`config.mk`:
```
export PLATFORM = sky130hd
export DESIGN_NAME = bus_master_tx
export DESIGN_NICKNAME = d
export VERILOG_FILES = /design/src/rtl/bus_master_tx.sv
export SDC_FILE = /design/constraint.sdc
export NUM_CORES = 1
export LEC_CHECK = 0
export CORE_MARGIN = 2
export CORE_UTILIZATION = 55
export CTS_BUF_LIST = sky130_fd_sc_hd__clkbuf_4
export DETAILED_ROUTE_END_ITERATION = 10
export DONT_BUFFER_PORTS = 1
export PLACE_DENSITY = 0.77
export SYNTH_ARGS = -nofsm -noshare
export SYNTH_HDL_FRONTEND = slang
export SYNTH_SLANG_ARGS = --single-unit
```
`constraint.sdc`:
```
create_clock -name CLK -period 4.1 [get_ports CLK]
set_clock_uncertainty 0.15 [all_clocks]
set_input_delay 0.205 -clock CLK [delete_from_list [all_inputs] [get_ports CLK]]
set_output_delay 0.205 -clock CLK [all_outputs]
set_load 0.1 [all_outputs]
```
`src/rtl/bus_master_tx.sv`:
```
// Initiator-side serial bus port: arbitrates for the bus, serialises slave ID, address and write
// data LSB first, deserialises read data, and handles split retry and ack timeout.
module bus_master_tx #(
    parameter int unsigned ADDR_W    = 12,
    parameter int unsigned DATA_W    = 8,
    parameter int unsigned TIMEOUT   = 64,
    parameter int unsigned RETRY_MAX = 3
) (
    input  logic              CLK,
    input  logic              RSTN,
    input  logic              REQ,
    input  logic              RW,
    input  logic [1:0]        SLV_ID,
    input  logic [ADDR_W-1:0] MEM_ADDR,
    input  logic [DATA_W-1:0] WDATA,
    input  logic              GRANT,
    input  logic              SPLIT,
    input  logic              S_ACK,
    input  logic              S_DIN,
    input  logic              S_DVALID,
    output logic              B_BREQ,
    output logic              B_UTIL,
    output logic              A_ADD,
    output logic              B_BUS_OUT,
    output logic              B_MODE,
    output logic [DATA_W-1:0] RDATA,
    output logic              DONE,
    output logic              ERR,
    output logic              BUSY
);

    localparam int unsigned MaxW = (ADDR_W > DATA_W) ? ADDR_W : DATA_W;
    localparam int unsigned CntW = $clog2(MaxW) + 1;
    localparam int unsigned TmoW = $clog2(TIMEOUT);
    localparam int unsigned RtW  = $clog2(RETRY_MAX + 1);

    typedef enum logic [3:0] {
        StIdle, StReqBus, StSel, StAddr, StSplitWait,
        StWdata, StAckWait, StRdWait, StRdData, StDone
    } state_e;

    state_e            state_q, state_d;
    logic [CntW-1:0]   cnt_q, cnt_d;
    logic [TmoW-1:0]   tmo_q, tmo_d;
    logic [RtW-1:0]    retry_q, retry_d;
    logic [1:0]        slv_q, slv_d;
    logic [ADDR_W-1:0] addr_q, addr_d;
    logic [DATA_W-1:0] wdata_q, wdata_d;
    logic              rw_q, rw_d;
    logic [DATA_W-1:0] rdata_q, rdata_d;
    logic              fail_q, fail_d;
    logic              idle_err;

    logic breq_q, breq_d, util_q, util_d, aadd_q, aadd_d, bit_q, bit_d;
    logic done_q, done_d, err_q, err_d, busy_q, busy_d;

    logic [1:0]        slv_sh;
    logic [ADDR_W-1:0] addr_sh;
    logic [DATA_W-1:0] wdata_sh;

    always_ff @(posedge CLK or negedge RSTN) begin
        if (!RSTN) begin
            state_q <= StIdle;
            cnt_q   <= '0;
            tmo_q   <= '0;
            retry_q <= '0;
            slv_q   <= '0;
            addr_q  <= '0;
            wdata_q <= '0;
            rw_q    <= 1'b0;
            rdata_q <= '0;
            fail_q  <= 1'b0;
            breq_q  <= 1'b0;
            util_q  <= 1'b0;
            aadd_q  <= 1'b0;
            bit_q   <= 1'b0;
            done_q  <= 1'b0;
            err_q   <= 1'b0;
            busy_q  <= 1'b0;
        end else begin
            state_q <= state_d;
            cnt_q   <= cnt_d;
            tmo_q   <= tmo_d;
            retry_q <= retry_d;
            slv_q   <= slv_d;
            addr_q  <= addr_d;
            wdata_q <= wdata_d;
            rw_q    <= rw_d;
            rdata_q <= rdata_d;
            fail_q  <= fail_d;
            breq_q  <= breq_d;
            util_q  <= util_d;
            aadd_q  <= aadd_d;
            bit_q   <= bit_d;
            done_q  <= done_d;
            err_q   <= err_d;
            busy_q  <= busy_d;
        end
    end

    always_comb begin
        state_d  = state_q;
        cnt_d    = cnt_q;
        tmo_d    = tmo_q;
        retry_d  = retry_q;
        slv_d    = slv_q;
        addr_d   = addr_q;
        wdata_d  = wdata_q;
        rw_d     = rw_q;
        rdata_d  = rdata_q;
        fail_d   = fail_q;
        idle_err = 1'b0;
        case (state_q)
            StIdle: begin
                retry_d = '0;
                fail_d  = 1'b0;
                if (REQ) begin
                    slv_d   = SLV_ID;
                    addr_d  = MEM_ADDR;
                    wdata_d = WDATA;
                    rw_d    = RW;
                    if (SLV_ID == 2'd0) idle_err = 1'b1;
                    else                state_d  = StReqBus;
                end
            end
            StReqBus: if (GRANT) state_d = StSel;
            StSel: begin
                if (cnt_q == CntW'(1)) state_d = StAddr;
                else                   cnt_d   = cnt_q + 1'b1;
            end
            StAddr: begin
                if (cnt_q == '0 && SPLIT) begin
                    state_d = StSplitWait;
                    retry_d = retry_q + 1'b1;
                end else if (cnt_q == CntW'(ADDR_W - 1)) begin
                    state_d = rw_q ? StWdata : StRdWait;
                end else begin
                    cnt_d = cnt_q + 1'b1;
                end
            end
            StSplitWait: begin
                if (retry_q == RtW'(RETRY_MAX)) begin
                    state_d = StDone;
                    fail_d  = 1'b1;
                end else if (!SPLIT) begin
                    state_d = StReqBus;
                end
            end
            StWdata: begin
                if (cnt_q == CntW'(DATA_W - 1)) state_d = StAckWait;
                else                            cnt_d   = cnt_q + 1'b1;
            end
            StAckWait, StRdWait: begin
                // Ack takes priority over a simultaneous timeout.
                if (S_ACK) begin
                    state_d = (state_q == StAckWait) ? StDone : StRdData;
                    fail_d  = 1'b0;
                end else if (tmo_q == TmoW'(TIMEOUT - 1)) begin
                    state_d = StDone;
                    fail_d  = 1'b1;
                end else begin
                    tmo_d = tmo_q + 1'b1;
                end
            end
            StRdData: begin
                if (S_DVALID) begin
                    rdata_d = (rdata_q & ~(DATA_W'(1) << cnt_q)) | (DATA_W'(S_DIN) << cnt_q);
                    tmo_d   = '0;
                    if (cnt_q == CntW'(DATA_W - 1)) begin
                        state_d = StDone;
                        fail_d  = 1'b0;
                    end else begin
                        cnt_d = cnt_q + 1'b1;
                    end
                end else if (tmo_q == TmoW'(TIMEOUT - 1)) begin
                    state_d = StDone;
                    fail_d  = 1'b1;
                end else begin
                    tmo_d = tmo_q + 1'b1;
                end
            end
            StDone: begin
                state_d = StIdle;
                retry_d = '0;
            end
            default: state_d = StIdle;
        endcase
        if (state_d != state_q) begin
            cnt_d = '0;
            tmo_d = '0;
        end
    end

    // Outputs are registered from the next state so they line up with the state they describe.
    always_comb begin
        slv_sh   = slv_d >> cnt_d;
        addr_sh  = addr_d >> cnt_d;
        wdata_sh = wdata_d >> cnt_d;
        breq_d   = 1'b0;
        util_d   = 1'b0;
        aadd_d   = 1'b0;
        bit_d    = 1'b0;
        case (state_d)
            StReqBus, StAckWait, StRdWait, StRdData: breq_d = 1'b1;
            StSel: begin
                breq_d = 1'b1;
                util_d = 1'b1;
                aadd_d = 1'b1;
                bit_d  = slv_sh[0];
            end
            StAddr: begin
                breq_d = 1'b1;
                util_d = 1'b1;
                bit_d  = addr_sh[0];
            end
            StWdata: begin
                breq_d = 1'b1;
                util_d = 1'b1;
                bit_d  = wdata_sh[0];
            end
            default: ;
        endcase
        done_d = (state_d == StDone) || idle_err;
        err_d  = ((state_d == StDone) && fail_d) || idle_err;
        busy_d = (state_d != StIdle);
    end

    assign B_BREQ    = breq_q;
    assign B_UTIL    = util_q;
    assign A_ADD     = aadd_q;
    assign B_BUS_OUT = bit_q;
    assign B_MODE    = rw_q;
    assign RDATA     = rdata_q;
    assign DONE      = done_q;
    assign ERR       = err_q;
    assign BUSY      = busy_q;

endmodule

```
Word level (Yosys, flattened, before mapping). Index checks and enable logic that the tools add are counted.

$add $sub $neg: 3. Eq/ne operators: 25. Shift operators: 5. Muxes and demuxes: 49. Bitwise operators: 3. Reductions and logical operators: 18.

Operators with widths (number): $mux 4 (13); $pmux 4 s8 (1); $mux 5 (6); $eq 4x3->1 const B (7); $mux 12 (2); $mux 6 (4); $pmux 5 s4 (1); $eq 4x2->1 const B (4); $eq 4x4->1 const B (4); $mux 8 (2); $mux 1 (12); $pmux 6 s2 (1); $shr 12x5->1 (1); $and 8x8->8 (1); $eq 4x1->1 const B (2); $mux 2 (4); $not 8->8 (1); $or 8x8->8 (1); $reduce_and 2->1 (4); $shl 1x5->8 (1); $shl 1x5->8 const A (1); $shr 8x5->1 (1); $reduce_or 7->1 (1); $add 6x1->6 const B (1); other kinds (24) (27).

Register bits after elaboration: 56. Input bits: 31. Output and inout port bits: 16. Word-level logic and storage cells: 120.

Depth between registers and ports, before layout.
Depth in word-level cells: 8. Mapped depth: 12. Mapped depth without buffers: 11.

Least setup slack after synthesis. Ideal clock, no wire load.

Path kind: reg2reg. Start: reg cnt_q[0]. End: reg bit_q (netlist: B_BUS_OUT). Arrival time: 3080 ps. Data required time: 3828 ps. Setup slack: 748 ps. Stages on the path, launching flop included: 13. Buffers on the path: 2. Period minus slack after synthesis: 3352 ps. Cell sequence: dfrtp_1 > clkbuf_1 > inv_1 > ha_1 > nand3b_1 > nor3_1 > o32a_1 > buf_2 > a2111o_1 > o31ai_1 > mux2i_1 > a2111o_1 > a2111oi_1.

Longest elaborated chain between the ends: 8. Elaborated cells between the ends (all ways): 28. Those cells by class: add/sub (1); eq/ne (7); shift (3); mux (15); reduce/logical (2).

RTL lines: start: declaration (RTL line 43) `logic [CntW-1:0] cnt_q, cnt_d;`; start signal: assignment (RTL line 82) `cnt_q <= cnt_d;`; $eq 5x3->1 (tied with other cells) (RTL line 150, 169); $mux 4 (tied with other cells) (RTL line 169) `if (cnt_q == CntW'(DATA_W - 1)) begin`; $mux 4, on equally long branches (RTL line 166, 132); $pmux 4 s8 (RTL line 113) `case (state_q)`; $ne 4x4->1 (RTL line 188) `if (state_d != state_q) begin`; $mux 5 (RTL line 188); $shr 12x5->1 (tied with other cells) (RTL line 197) `addr_sh = addr_d >> cnt_d;`; $pmux 1 s3 * (RTL line 203) `case (state_d)`; via bit_d (RTL line 54) `logic breq_q, breq_d, util_q, util_d, aadd_q, aadd_d, bit_q, bit_d;`; end signal: assignment (RTL line 94) `bit_q <= bit_d;`; end: declaration (RTL line 54).

The timed path passes the listed nets; every way through them passes the cells marked *. A chain may end at the register's enable or synchronous reset.

Final worst setup path.
Start: reg state_q[2]. End: reg bit_q (netlist: B_BUS_OUT).

Longest elaborated chain between the ends: 8. Elaborated cells between the ends (all ways): 38. Those cells by class: eq/ne (12); shift (3); mux (21); reduce/logical (2).

RTL lines: start: declaration (RTL line 42) `state_e state_q, state_d;`; start signal: assignment (RTL line 63) `state_q <= StIdle;`; start signal: assignment (RTL line 81) `state_q <= state_d;`; $eq 4x3->1 (RTL line 113, 156); $mux 1 (RTL line 156) `state_d = (state_q == StAckWait) ? StDone : StRdData;`; $mux 4 (RTL line 155) `if (S_ACK) begin`; $pmux 4 s8 (RTL line 113); $ne 4x4->1 (RTL line 188); $mux 5 (RTL line 188); $shr 12x5->1 (tied with other cells) (RTL line 197); $pmux 1 s3 * (RTL line 203); via bit_d (RTL line 54).

Marks and branches as above.

==> results.toml <==
[finish]
final_cell_mix = "dfrtp_1, mux2_2, dlygate4sd3_1"
synthToLayoutAreaGrowth_pct = 13.0
nFillCells = 502
nNetsFinal = 396
drive_gt1_frac = 0.180
antenna_cells = 0
final_common_cell = "dfrtp_1"

[clock_network]
clockBufferDepth = 2
clock-root-buffer = "clkbuf_4"
cts.sinks = 56
path_clk_slew_ps = 160
cts_tree = "yes"
cts.htree.levels = 2
cts_buffers = 5
clock_latency_ps = 370

[logic_synthesis]
yosysSeqAreaShare = 0.412
synth_flop_cell = "dfrtp_1"
ys_top_cells_by_area = "dfrtp_1, mux2_2, o21ai_0"
synth.distinct_cells = 68
async_flop_share = 1.00
synth_top_cell_by_area = "dfrtp_1"
synth_edf_count = 0
yosysWarnings = 0
netlist.area_leader.share = 0.412
mappedNetlistArea_sq_mm = 0.00340
synth_area_per_cell_sq_um = 10.1
synth_cells = 337
ys_ff_latch = 56
synth.net_count = 373

[global_routing]
grt_max_degree = 57
grt_pass1_vias = 2779
track_usage = 0.263
antenna_found_initial = 0
grt.overflow.total = 0
grt_pass1_wl_um = 13600

[power_and_ir_drop]
pwr-share-seq = 0.389
p_leak_nw = 1.58
switching_share = 0.492
ir_drop_mv = 0.384
combPwrFrac = 0.519
clock_power_share = 0.092
p_int_mw = 1.38
p_switching_mw = 1.33
p_per_area_mw_per_mm2 = 704

[floorplan]
dieHeight_um = 82.6
initial_utilization = 0.571
chipWidth_um = 82.6
io_pins = 47
core_sq_mm = 0.00596
fp.dieArea_sq_mm = 0.00683
rows = 28

[placed_design]
dp_hpwl_um = 6010
port_buffers = 0
place_ws_ps = 307
gp_congestion = 0.955

[worst_setup_path]
cp-start-kind = "flop"
cp-end-kind = "flop"
required_ps = 4210
r2r_setup_slack_ps = 310
crit_arrival_ps = 3900
cp_max_fo = 14
critical_path_class = "flop to flop"

[sta]
worst_slack_ps = 306
fmax_mhz = 264
slew_violations = 0
rsz0062_at_grt = "no"
post-route-period-util = 0.925
hold_viol = 0
min_period_ps = 3790
max_slew.worst_pin.slew_ps = 903
setup_tns_ps = 0
slew_headroom = 0.398
setup_viol = 0

[detailed_routing]
wl_per_cell_um = 19.4
drt_iter0_drc = 317
routed_wl_um = 8470
dr.pass1.iters = 5
antenna_left = 0
vias = 2851
drc = 0
routed_via_density = 6.54

[status]
status = "completed"

[hold_path]
hold_class = "primary input to flop"

[run]
cap_violations = 0
-- cells by family (layout without fill, tap and decap cells) --
family,after synthesis,count (layout),share of synthesized area
AOI/OAI and AO/OA,83,83,0.186
xor gates and xnor gates,5,5,0.0129
adders and majority gates,5,5,0.0184
buffers and inverters,33,57,0.0405
DFF,56,56,0.412
muxes,37,37,0.120
and+or+nand+nor,118,118,0.211
-- Yosys cell counts (all sizes together) (6+ instances only) --
master and count:
nor3 9, buf 8, a2111oi 7, nand2 21, nand3 15, mux2i 7
dfrtp 56, o2111ai 6, o21ai 16, mux2 30, a21oi 14, clkbuf 11
nor2b 7, inv 14, nor2 21
-- final timing paths --
| check | startpoint | end | depth (start not counted) |
|---|---|---|---|
| min | S_DVALID | tmo_q[2]$_DFFE_PN0P_ | 4 |
| max reg2reg | state_q[2]$_DFF_PN0_ | B_BUS_OUT$_DFF_PN0_ | 10 |
| max in group asynchronous | RSTN | addr_q[0]$_DFF_PN0_ | 2 |
| max | state_q[2]$_DFF_PN0_ | B_BUS_OUT$_DFF_PN0_ | 10 |
| min in group asynchronous | RSTN | retry_q[1]$_DFFE_PN0P_ | 2 |
| min reg2reg | addr_q[1]$_DFF_PN0_ | addr_q[1]$_DFF_PN0_ | 1 |
-- critical path: stages (launching register included) --
cell	delay, ps
dfrtp_1	720
buf_4	290
nor4b_1	70
buf_4	160
and2_1	200
nor4_4	430
mux2i_1	520
mux2i_1	140
a2111oi_0	520
o21ai_0	150
a2111oi_1	320
-- final cells by class --
cell class	instances	area, sq um	share of cell area
Clock buffer	6	45.0	0.0117
Clock inverter	2	13.8	0.00358
Inverter	14	52.6	0.0137
Multi-Input combinational cell	248	1890	0.492
Sequential cell	56	1400	0.365
Tap cell	75	93.8	0.0244
Timing Repair Buffer	35	348	0.0905
-- per-layer routing --
metal | GRT usage | vias to the layer above | share of wire
met2 | 0.447 | 96 | 0.49
li1 | - | 1327 | -
met5 | 0 | - | 0
met1 | 0.340 | 1412 | 0.44
met4 | 0.0934 | 0 | 0.021
met3 | 0.0391 | 16 | 0.043
-- per-stage QoR --
stage                     total power, mW  hold WS, ps  cell area, sq um  cells  utilization
after CTS                            2.67         30.6              3820    436        0.641
after floorplan                      2.11         -241              3400    337            -
final                                2.71         47.8              3840    436        0.645
after global routing                 2.88         47.3              3840    436        0.645
after global placement               2.36         -239              3470    401        0.583
after detailed placement             2.38         -239              3470    401        0.583
-- flip-flops by register name, summed over array words and instances, names as in the netlist --
signal,cells
B_BREQ,1
addr_q,12
ERR,1
retry_q,2
tmo_q,6
RDATA,8
wdata_q,8
state_q,4
B_MODE,1
cnt_q,5
DONE,1
fail_q,1
slv_q,2
B_BUS_OUT,1
B_UTIL,1
BUSY,1
A_ADD,1
-- timing repair --
action / in CTS / in global routing
buffers inserted: 0 / 0
setup endpoints to repair: 0 / 1
hold endpoints to repair: 90 / 0
hold buffers: 27 / 0
resized for setup: 0 / 6
-- power groups by stage --
stage	combinational, mW	clock, mW	sequential, mW
2_1_floorplan	1.08	0	1.03
3_3_place_gp	1.31	0	1.05
3_5_place_dp	1.33	0	1.06
4_1_cts	1.37	0.259	1.04
5_1_grt	1.54	0.275	1.07
6_report	1.40	0.249	1.05
No activity file was read; power rests on OpenSTA's default activity.
